==> src/rtl/maple_pkg.sv <==
// Shared constants for the Maple bus receiver: one-hot FSM states,
// start/end pattern pulse counts and byte geometry.
package maple_pkg;

    localparam int BYTE_W         = 8;
    localparam int BIT_W          = $clog2(BYTE_W);
    localparam int START_B_PULSES = 4;
    localparam int END_A_PULSES   = 2;

    typedef enum logic [4:0] {
        IDLE  = 5'b00001,
        START = 5'b00010,
        DATA  = 5'b00100,
        END   = 5'b01000,
        ERR   = 5'b10000
    } state_t;

endpackage

==> src/rtl/maple_sync_edge.sv <==
// 2-FF synchroniser for one Maple line plus registered rise/fall pulses.
// level is delayed one stage so it is cycle-aligned with the pulses.
module maple_sync_edge (
    input  logic clk,
    input  logic reset,
    input  logic line,
    output logic level,
    output logic rise,
    output logic fall
);

    logic meta;
    logic sync;

    // Resets to the idle bus level so releasing reset on a quiet bus makes no edge.
    always_ff @(posedge clk or negedge reset) begin
        if (!reset) begin
            meta  <= 1'b1;
            sync  <= 1'b1;
            level <= 1'b1;
            rise  <= 1'b0;
            fall  <= 1'b0;
        end else begin
            meta  <= line;
            sync  <= meta;
            level <= sync;
            rise  <= sync & ~level;
            fall  <= ~sync & level;
        end
    end

endmodule

==> src/rtl/maple_rx.sv <==
// Maple bus receiver: decodes start/data/end patterns into bytes on menable/mready/mdata.
// Optional frame checksum check is built when MAPLE_RX_CRC_EN is defined.
module maple_rx
    import maple_pkg::*;
#(
    parameter int TIMEOUT_CYCLES = 480,
    parameter int TMO_W          = 10
) (
    input  logic              clk,
    input  logic              reset,
    input  logic              sdcka,
    input  logic              sdckb,
    output logic              menable,
    output logic              mready,
    output logic [BYTE_W-1:0] mdata,
    output logic              frame_err,
    output logic [15:0]       byte_cnt,
    output logic              crc_err
);

    logic a_s, a_rise, a_fall;
    logic b_s, b_rise, b_fall;

    maple_sync_edge u_sync_a (
        .clk   (clk),
        .reset (reset),
        .line  (sdcka),
        .level (a_s),
        .rise  (a_rise),
        .fall  (a_fall)
    );

    maple_sync_edge u_sync_b (
        .clk   (clk),
        .reset (reset),
        .line  (sdckb),
        .level (b_s),
        .rise  (b_rise),
        .fall  (b_fall)
    );

    state_t            state;
    state_t            state_next;
    logic [TMO_W-1:0]  tmo_cnt;
    logic [2:0]        pulse_cnt;
    logic [BIT_W-1:0]  bit_cnt;
    logic              phase_b;
    logic [BYTE_W-2:0] shift_reg;

    logic              tmo_hit;
    logic              any_edge;
    logic              in_frame;
    logic              bit_in;
    logic              shift_take;
    logic              byte_done;
    logic [BYTE_W-1:0] byte_now;

    assign tmo_hit   = (tmo_cnt == TMO_W'(TIMEOUT_CYCLES));
    assign any_edge  = a_rise | a_fall | b_rise | b_fall;
    assign in_frame  = (state == START) || (state == DATA) || (state == END);
    assign bit_in    = phase_b ? a_s : b_s;
    assign byte_now  = {shift_reg, bit_in};
    assign menable   = (state == DATA) || (state == END);
    assign frame_err = (state == ERR);

    always_ff @(posedge clk or negedge reset) begin
        if (!reset) state <= IDLE;
        else        state <= state_next;
    end

    always_comb begin
        state_next = state;
        case (state)
            IDLE:  if (a_fall && b_s) state_next = START;
            START: begin
                if (tmo_hit)     state_next = ERR;
                else if (a_rise) state_next = (pulse_cnt == 3'(START_B_PULSES)) ? DATA : ERR;
            end
            DATA: begin
                // The clock line alternates A/B; a fall on the other line is only legal as the end marker.
                if (tmo_hit)                 state_next = ERR;
                else if (a_fall && b_fall)   state_next = ERR;
                else if (!phase_b && b_fall) state_next = (bit_cnt == '0) ? END : ERR;
                else if (phase_b && a_fall)  state_next = ERR;
            end
            END: begin
                if (tmo_hit)     state_next = ERR;
                else if (b_rise) state_next = (pulse_cnt == 3'(END_A_PULSES)) ? IDLE : ERR;
            end
            ERR:     state_next = IDLE;
            default: state_next = IDLE;
        endcase
    end

    assign shift_take = (state == DATA) && (state_next == DATA) && (phase_b ? b_fall : a_fall);
    assign byte_done  = shift_take && (bit_cnt == BIT_W'(BYTE_W - 1));

    always_ff @(posedge clk or negedge reset) begin
        if (!reset) begin
            tmo_cnt   <= '0;
            pulse_cnt <= '0;
            bit_cnt   <= '0;
            phase_b   <= 1'b0;
            shift_reg <= '0;
            mready    <= 1'b0;
            mdata     <= '0;
            byte_cnt  <= '0;
        end else begin
            mready <= 1'b0;

            if (!in_frame || any_edge) tmo_cnt <= '0;
            else if (!tmo_hit)         tmo_cnt <= tmo_cnt + 1'b1;

            if ((state == IDLE && state_next == START) || (state == DATA && state_next == END))
                pulse_cnt <= '0;
            else if (pulse_cnt != 3'd7 &&
                     ((state == START && b_fall && !a_s) || (state == END && a_fall && !b_s)))
                pulse_cnt <= pulse_cnt + 3'd1;

            if (state == START && state_next == DATA) begin
                phase_b  <= 1'b0;
                bit_cnt  <= '0;
                byte_cnt <= '0;
            end else if (shift_take) begin
                shift_reg <= byte_now[BYTE_W-2:0];
                phase_b   <= ~phase_b;
                bit_cnt   <= bit_cnt + 1'b1;
                if (byte_done) begin
                    mdata  <= byte_now;
                    mready <= 1'b1;
                    if (byte_cnt != 16'hFFFF) byte_cnt <= byte_cnt + 16'd1;
                end
            end
        end
    end

`ifdef MAPLE_RX_CRC_EN
    logic [BYTE_W-1:0] xor_acc;

    // The last byte of a frame is the checksum, so a good frame XORs to zero.
    always_ff @(posedge clk or negedge reset) begin
        if (!reset) begin
            xor_acc <= '0;
            crc_err <= 1'b0;
        end else begin
            if (state == START && state_next == DATA) xor_acc <= '0;
            else if (byte_done)                       xor_acc <= xor_acc ^ byte_now;

            if (state == END && state_next == IDLE) crc_err <= |xor_acc;
            else if (state == ERR)                  crc_err <= 1'b0;
        end
    end
`else
    assign crc_err = 1'b0;
`endif

endmodule

==> config.mk <==
export PLATFORM = sky130hd
export DESIGN_NAME = maple_rx
export DESIGN_NICKNAME = d
export VERILOG_FILES = /design/src/rtl/maple_pkg.sv /design/src/rtl/maple_sync_edge.sv /design/src/rtl/maple_rx.sv
export SDC_FILE = /design/constraint.sdc
export NUM_CORES = 1
export LEC_CHECK = 0
export ABC_CLOCK_PERIOD_IN_PS = 2500
export CORE_ASPECT_RATIO = 2
export CORE_MARGIN = 10
export CORE_UTILIZATION = 45
export DETAILED_ROUTE_END_ITERATION = 8
export PLACE_DENSITY = 0.65
export SLEW_MARGIN = 15
export SYNTH_ARGS = -nofsm -noshare
export SYNTH_HDL_FRONTEND = slang
export SYNTH_SLANG_ARGS = --single-unit
==> constraint.sdc <==
create_clock -name clk -period 2.5 [get_ports clk]
set_input_delay 0.625 -clock clk [delete_from_list [all_inputs] [get_ports clk]]
set_output_delay 0.625 -clock clk [all_outputs]
set_load 0.05 [all_outputs]
==> flow_summary.html <==
<table>
<tr><th>Metric</th><th>Value</th></tr>
<tr><th colspan="2">Clock tree</th></tr>
<tr><td>Buffer depth of the longest clock path</td><td>2</td></tr>
<tr><td>Clk_lat worst skew</td><td>340 ps</td></tr>
<tr><td>TritonCTS clock tree</td><td>done</td></tr>
<tr><td>Clock slew at reported path FFs</td><td>about 50 ps</td></tr>
<tr><td>Level count of the clock H-tree</td><td>3</td></tr>
<tr><td>Root buffer cell</td><td>sky130_fd_sc_hd__clkbuf_16</td></tr>
<tr><td>CTS Buf Count</td><td>9</td></tr>
<tr><td>Sink Count</td><td>64</td></tr>
<tr><th colspan="2">Placement</th></tr>
<tr><td>Worst slack after detailed placement</td><td>~150 ps</td></tr>
<tr><td>Placed cells</td><td>~430</td></tr>
<tr><td>Final estimated routing congestion in global placement</td><td>about 0.83</td></tr>
<tr><td>Final HPWL DP</td><td>approximately 5500 um</td></tr>
<tr><td>I/O Buffers</td><td>30</td></tr>
<tr><th colspan="2">Worst setup path</th></tr>
<tr><td>Worst setup SP type</td><td>flop</td></tr>
<tr><td>FF-to-FF path depth</td><td>7</td></tr>
<tr><td>Largest stage delay on the critical path</td><td>570 ps</td></tr>
<tr><td>Dominant delay contributor by cell family on the critical path</td><td>simple AND/OR/NAND/NOR gates</td></tr>
<tr><td>Data required time at the worst endpoint</td><td>2760 ps</td></tr>
<tr><td>Critical path capture point type</td><td>flop</td></tr>
<tr><td>Startpoint-to-endpoint class of the critical path</td><td>flop to flop</td></tr>
<tr><td>Total buffers and inverters traversed by the critical path</td><td>1</td></tr>
<tr><td>Critical path depth in cells</td><td>7</td></tr>
<tr><td>Max FO, Critical Path</td><td>39</td></tr>
<tr><td>Data arrival at the endpoint of the critical path</td><td>around 2600 ps</td></tr>
<tr><td>Critical Path, Cell by Cell</td><td>inv_1 -&gt; ha_1 -&gt; or4b_4 -&gt; o31ai_4 -&gt; or3_4 -&gt; or4_1 -&gt; a21oi_1</td></tr>
<tr><td>Slowest cell on the critical path</td><td>sky130_fd_sc_hd__or3_4</td></tr>
<tr><th colspan="2">Global routing</th></tr>
<tr><td>Largest net degree at the start of global routing</td><td>40</td></tr>
<tr><td>Total track usage</td><td>between 10% and 20%</td></tr>
<tr><td>Via count of the first global-routing pass</td><td>2,525</td></tr>
<tr><td>Global-route wire length before repair</td><td>about 12,000 um</td></tr>
<tr><td>Number of antenna violations at the first check in global routing</td><td>0</td></tr>
<tr><td>Total congestion overflow after global routing</td><td>0</td></tr>
<tr><th colspan="2">Timing</th></tr>
<tr><td>Final period utilization</td><td>between 90 and 100%</td></tr>
<tr><td>Setup violations, final</td><td>0</td></tr>
<tr><td>Unrepaired setup endpoints after global routing</td><td>false</td></tr>
<tr><td>Hold Slack</td><td>~260 ps</td></tr>
<tr><td>Final Critical Period</td><td>about 2400 ps</td></tr>
<tr><td>Slew Limit Headroom</td><td>a little over half</td></tr>
<tr><td>Actual transition at the worst max-transition pin</td><td>just under 700 ps</td></tr>
<tr><td>Total count of hold-check failures in the final report</td><td>0</td></tr>
<tr><td>Final worst setup slack</td><td>around 140 ps</td></tr>
<tr><td>Final-layout setup total negative slack</td><td>0 ps</td></tr>
<tr><td>Fin. max-slew vios</td><td>0</td></tr>
<tr><td>Fmax</td><td>approximately 420 MHz</td></tr>
<tr><td>Clock tree skew after final layout</td><td>between 5 and 6 ps</td></tr>
<tr><th colspan="2">Die</th></tr>
<tr><td>Vertical die dimension</td><td>140.2 um</td></tr>
<tr><td>Die footprint</td><td>roughly 11,000 um^2</td></tr>
<tr><td>Number of placed I/O pins</td><td>32</td></tr>
<tr><td>DIE WIDTH</td><td>80.08 um</td></tr>
<tr><td>Core box area</td><td>about 7000 um^2</td></tr>
<tr><td>Effective utilization at floorplan</td><td>between 40% and 50%</td></tr>
<tr><td>Row Count</td><td>43</td></tr>
<tr><th colspan="2">Logic synthesis</th></tr>
<tr><td>Post-synthesis async set-or-reset flop share</td><td>100.0%</td></tr>
<tr><td>YS warnings</td><td>0</td></tr>
<tr><td>Number of nets produced by synthesis</td><td>329</td></tr>
<tr><td>Number of enable-type register cells in the synthesized netlist</td><td>0</td></tr>
<tr><td>Sequential area share after synthesis</td><td>49.58%</td></tr>
<tr><td>Mapped Cells</td><td>~320</td></tr>
<tr><td>Main synth FF type</td><td>sky130_fd_sc_hd__dfrtp_1</td></tr>
<tr><td>Cell area after synthesis</td><td>3248 um^2</td></tr>
<tr><td>Register bit count reported by yosys</td><td>64</td></tr>
<tr><td>Number of distinct standard cells referenced by the synthesized netlist</td><td>55</td></tr>
<tr><td>Post-Syn Area per Cell</td><td>10.31 um^2</td></tr>
<tr><th colspan="2">Power and ir drop</th></tr>
<tr><td>Maximum ir drop on the vdd rail</td><td>0.3853 mV</td></tr>
<tr><td>Leakage power</td><td>between 1.5 and 2 nW</td></tr>
<tr><td>Power density over the cells</td><td>575.4 nW/um^2</td></tr>
<tr><th colspan="2">Drt</th></tr>
<tr><td>Vias per cell</td><td>5.667</td></tr>
<tr><td>Count of vias placed by the detailed router</td><td>around 2,600</td></tr>
<tr><td>Post-detailed-routing wire length</td><td>7592 um</td></tr>
<tr><td>Violation count after the first detailed-route iteration</td><td>approximately 170</td></tr>
<tr><td>Number of detailed-routing iterations run before antenna repair</td><td>4</td></tr>
<tr><td>Number of nets with antenna violations after routing</td><td>0</td></tr>
<tr><td>DRC errors left</td><td>0</td></tr>
<tr><td>Wire length per cell</td><td>16.87 um</td></tr>
<tr><th colspan="2">Finish</th></tr>
<tr><td>Fin nets</td><td>~370</td></tr>
<tr><td>Share of final-layout standard cells stronger than drive strength 1</td><td>16.67%</td></tr>
<tr><td>Biggest register</td><td>byte_cnt</td></tr>
<tr><td>Layout Utilization</td><td>between 50% and 60%</td></tr>
<tr><td>Top library cells by usage in the layout, fill and taps aside</td><td>sky130_fd_sc_hd__dfrtp_1 (57), sky130_fd_sc_hd__nand2_1 (40), sky130_fd_sc_hd__clkdlybuf4s50_1 (27)</td></tr>
<tr><td>Diodes inserted</td><td>0</td></tr>
<tr><td>Largest registers ranked by flip-flop count</td><td>byte_cnt: 16 flops, tmo_cnt: 10 flops, mdata: 8 flops</td></tr>
<tr><td>Area added between synthesis and finish</td><td>22.46%</td></tr>
<tr><td>Most common library cell in the layout ignoring fill and taps</td><td>sky130_fd_sc_hd__dfrtp_1</td></tr>
<tr><td>Final standard cell count with taps included and fillers excluded</td><td>450</td></tr>
<tr><td>Flip-flop count of the largest register after layout</td><td>16</td></tr>
<tr><th colspan="2">Status</th></tr>
<tr><td>Outcome</td><td>complete, no violations</td></tr>
<tr><th colspan="2">Flow run</th></tr>
<tr><td>Number of max-capacitance violations reported</td><td>0</td></tr>
<tr><th colspan="2">Worst hold path</th></tr>
<tr><td>Worst hold-check path type</td><td>input port to async pin</td></tr>
</table>
worst reg2reg max path, delay by kind of cell (launching register included):
kind / cells / cell delay (ps)
AO/OA/AOI/OAI: 2 / 240
flip-flops: 1 / 380
AND/OR/NAND/NOR: 3 / 1370
adder cells (fa/ha/maj): 1 / 200
buffers and inverters: 1 / 80
report_power, final:
| group | internal [W] | switching (W) | leakage, nW |
|---|---|---|---|
| clock | 0.000721 | 0.000436 | 0.136 |
| sequential | 0.00105 | 0.0000133 | 0.866 |
| combinational | 0.0000243 | 0.0000421 | 0.713 |
cell families after synthesis:
logic type / share of synthesized area, %
simple gates: 24.00
flops: 49.58
fa+ha+maj: 3.852
compound gates: 11.29
buf+inv: 4.044
xor+xnor: 2.427
other cells: 0.1155
mux: 4.700
metrics by stage:
step | power (W) | cell area [um^2]
final | 0.002289 | 3978
after global placement | 0.001149 | 3680
after floorplan | 0.001109 | 3254
after CTS | 0.002315 | 3958
after detailed placement | 0.001150 | 3680
after global routing | 0.002375 | 3978
final timing paths:
kind / from / endpoint / slack, ps
max: tmo_cnt[0] / byte_cnt[4] / 140
min: reset / byte_cnt[7] / 260
max reg2reg: tmo_cnt[0] / byte_cnt[4] / 140
min reg2reg: u_sync_a.meta / u_sync_a.sync / 350
max in group asynchronous: reset / shift_reg[5] / 1650
min in group clk: u_sync_a.meta / u_sync_a.sync / 350
routing by layer:
| layer | share of wire [%] | up-vias | GRT usage (%) |
|---|---|---|---|
| met5 | 0 | - | 0 |
| met4 | 3.2 | 0 | 8.302 |
| met3 | 5.2 | 18 | 4.744 |
| met2 | 54 | 51 | 23.76 |
| met1 | 38 | 1264 | 14.07 |
| li1 | - | 1217 | - |
cell usage after synthesis (2+ instances only):
cell	count	area, um^2
sky130_fd_sc_hd__inv_1	15	56.30
sky130_fd_sc_hd__nor2_1	19	71.32
sky130_fd_sc_hd__mux2i_1	4	40.04
sky130_fd_sc_hd__and3_1	2	12.51
sky130_fd_sc_hd__o211ai_1	3	22.52
sky130_fd_sc_hd__xor2_1	4	35.03
sky130_fd_sc_hd__nand3_1	16	80.08
sky130_fd_sc_hd__nand4_1	8	50.05
sky130_fd_sc_hd__buf_6	3	33.78
sky130_fd_sc_hd__nor2b_1	6	37.54
sky130_fd_sc_hd__o31ai_1	15	112.6
sky130_fd_sc_hd__or4_1	15	112.6
sky130_fd_sc_hd__buf_4	3	22.52
sky130_fd_sc_hd__mux2_2	10	112.6
sky130_fd_sc_hd__xnor2_1	5	43.79
sky130_fd_sc_hd__nor3_1	2	10.01
sky130_fd_sc_hd__nand4b_1	2	17.52
sky130_fd_sc_hd__nand2b_1	4	25.02
sky130_fd_sc_hd__nor4b_1	2	17.52
sky130_fd_sc_hd__a21oi_1	18	90.09
sky130_fd_sc_hd__or3b_2	3	26.28
sky130_fd_sc_hd__dfrtp_1	57	1426
sky130_fd_sc_hd__or3_1	2	12.51
sky130_fd_sc_hd__buf_2	2	10.01
sky130_fd_sc_hd__o21ai_0	6	30.03
sky130_fd_sc_hd__nand2_1	40	150.1
sky130_fd_sc_hd__dfstp_2	7	183.9
sky130_fd_sc_hd__a22o_1	2	17.52
sky130_fd_sc_hd__nor3_4	2	32.53
sky130_fd_sc_hd__nand3b_1	3	22.52
sky130_fd_sc_hd__a21o_1	2	15.01
sky130_fd_sc_hd__ha_1	10	125.1
repair_timing:
item | in CTS | in global routing
resized for setup | 0 | 2
setup buffers | 0 | 0
endpoints found under the setup margin | 0 | 4
hold buffers | 0 | 0
area by class of cell:
| cell class | instances | area [um^2] |
|---|---|---|
| Fill cell | 624 | 3017 |
| Multi-Input combinational cell | 226 | 1538 |
| Inverter | 15 | 56.30 |
| Sequential cell | 64 | 1610 |
| Clock inverter | 3 | 17.52 |
| Timing Repair Buffer | 39 | 382.9 |
| Tap cell | 90 | 112.6 |
| Clock buffer | 13 | 260.3 |
Note: power is estimated with default switching activity, not from simulation.
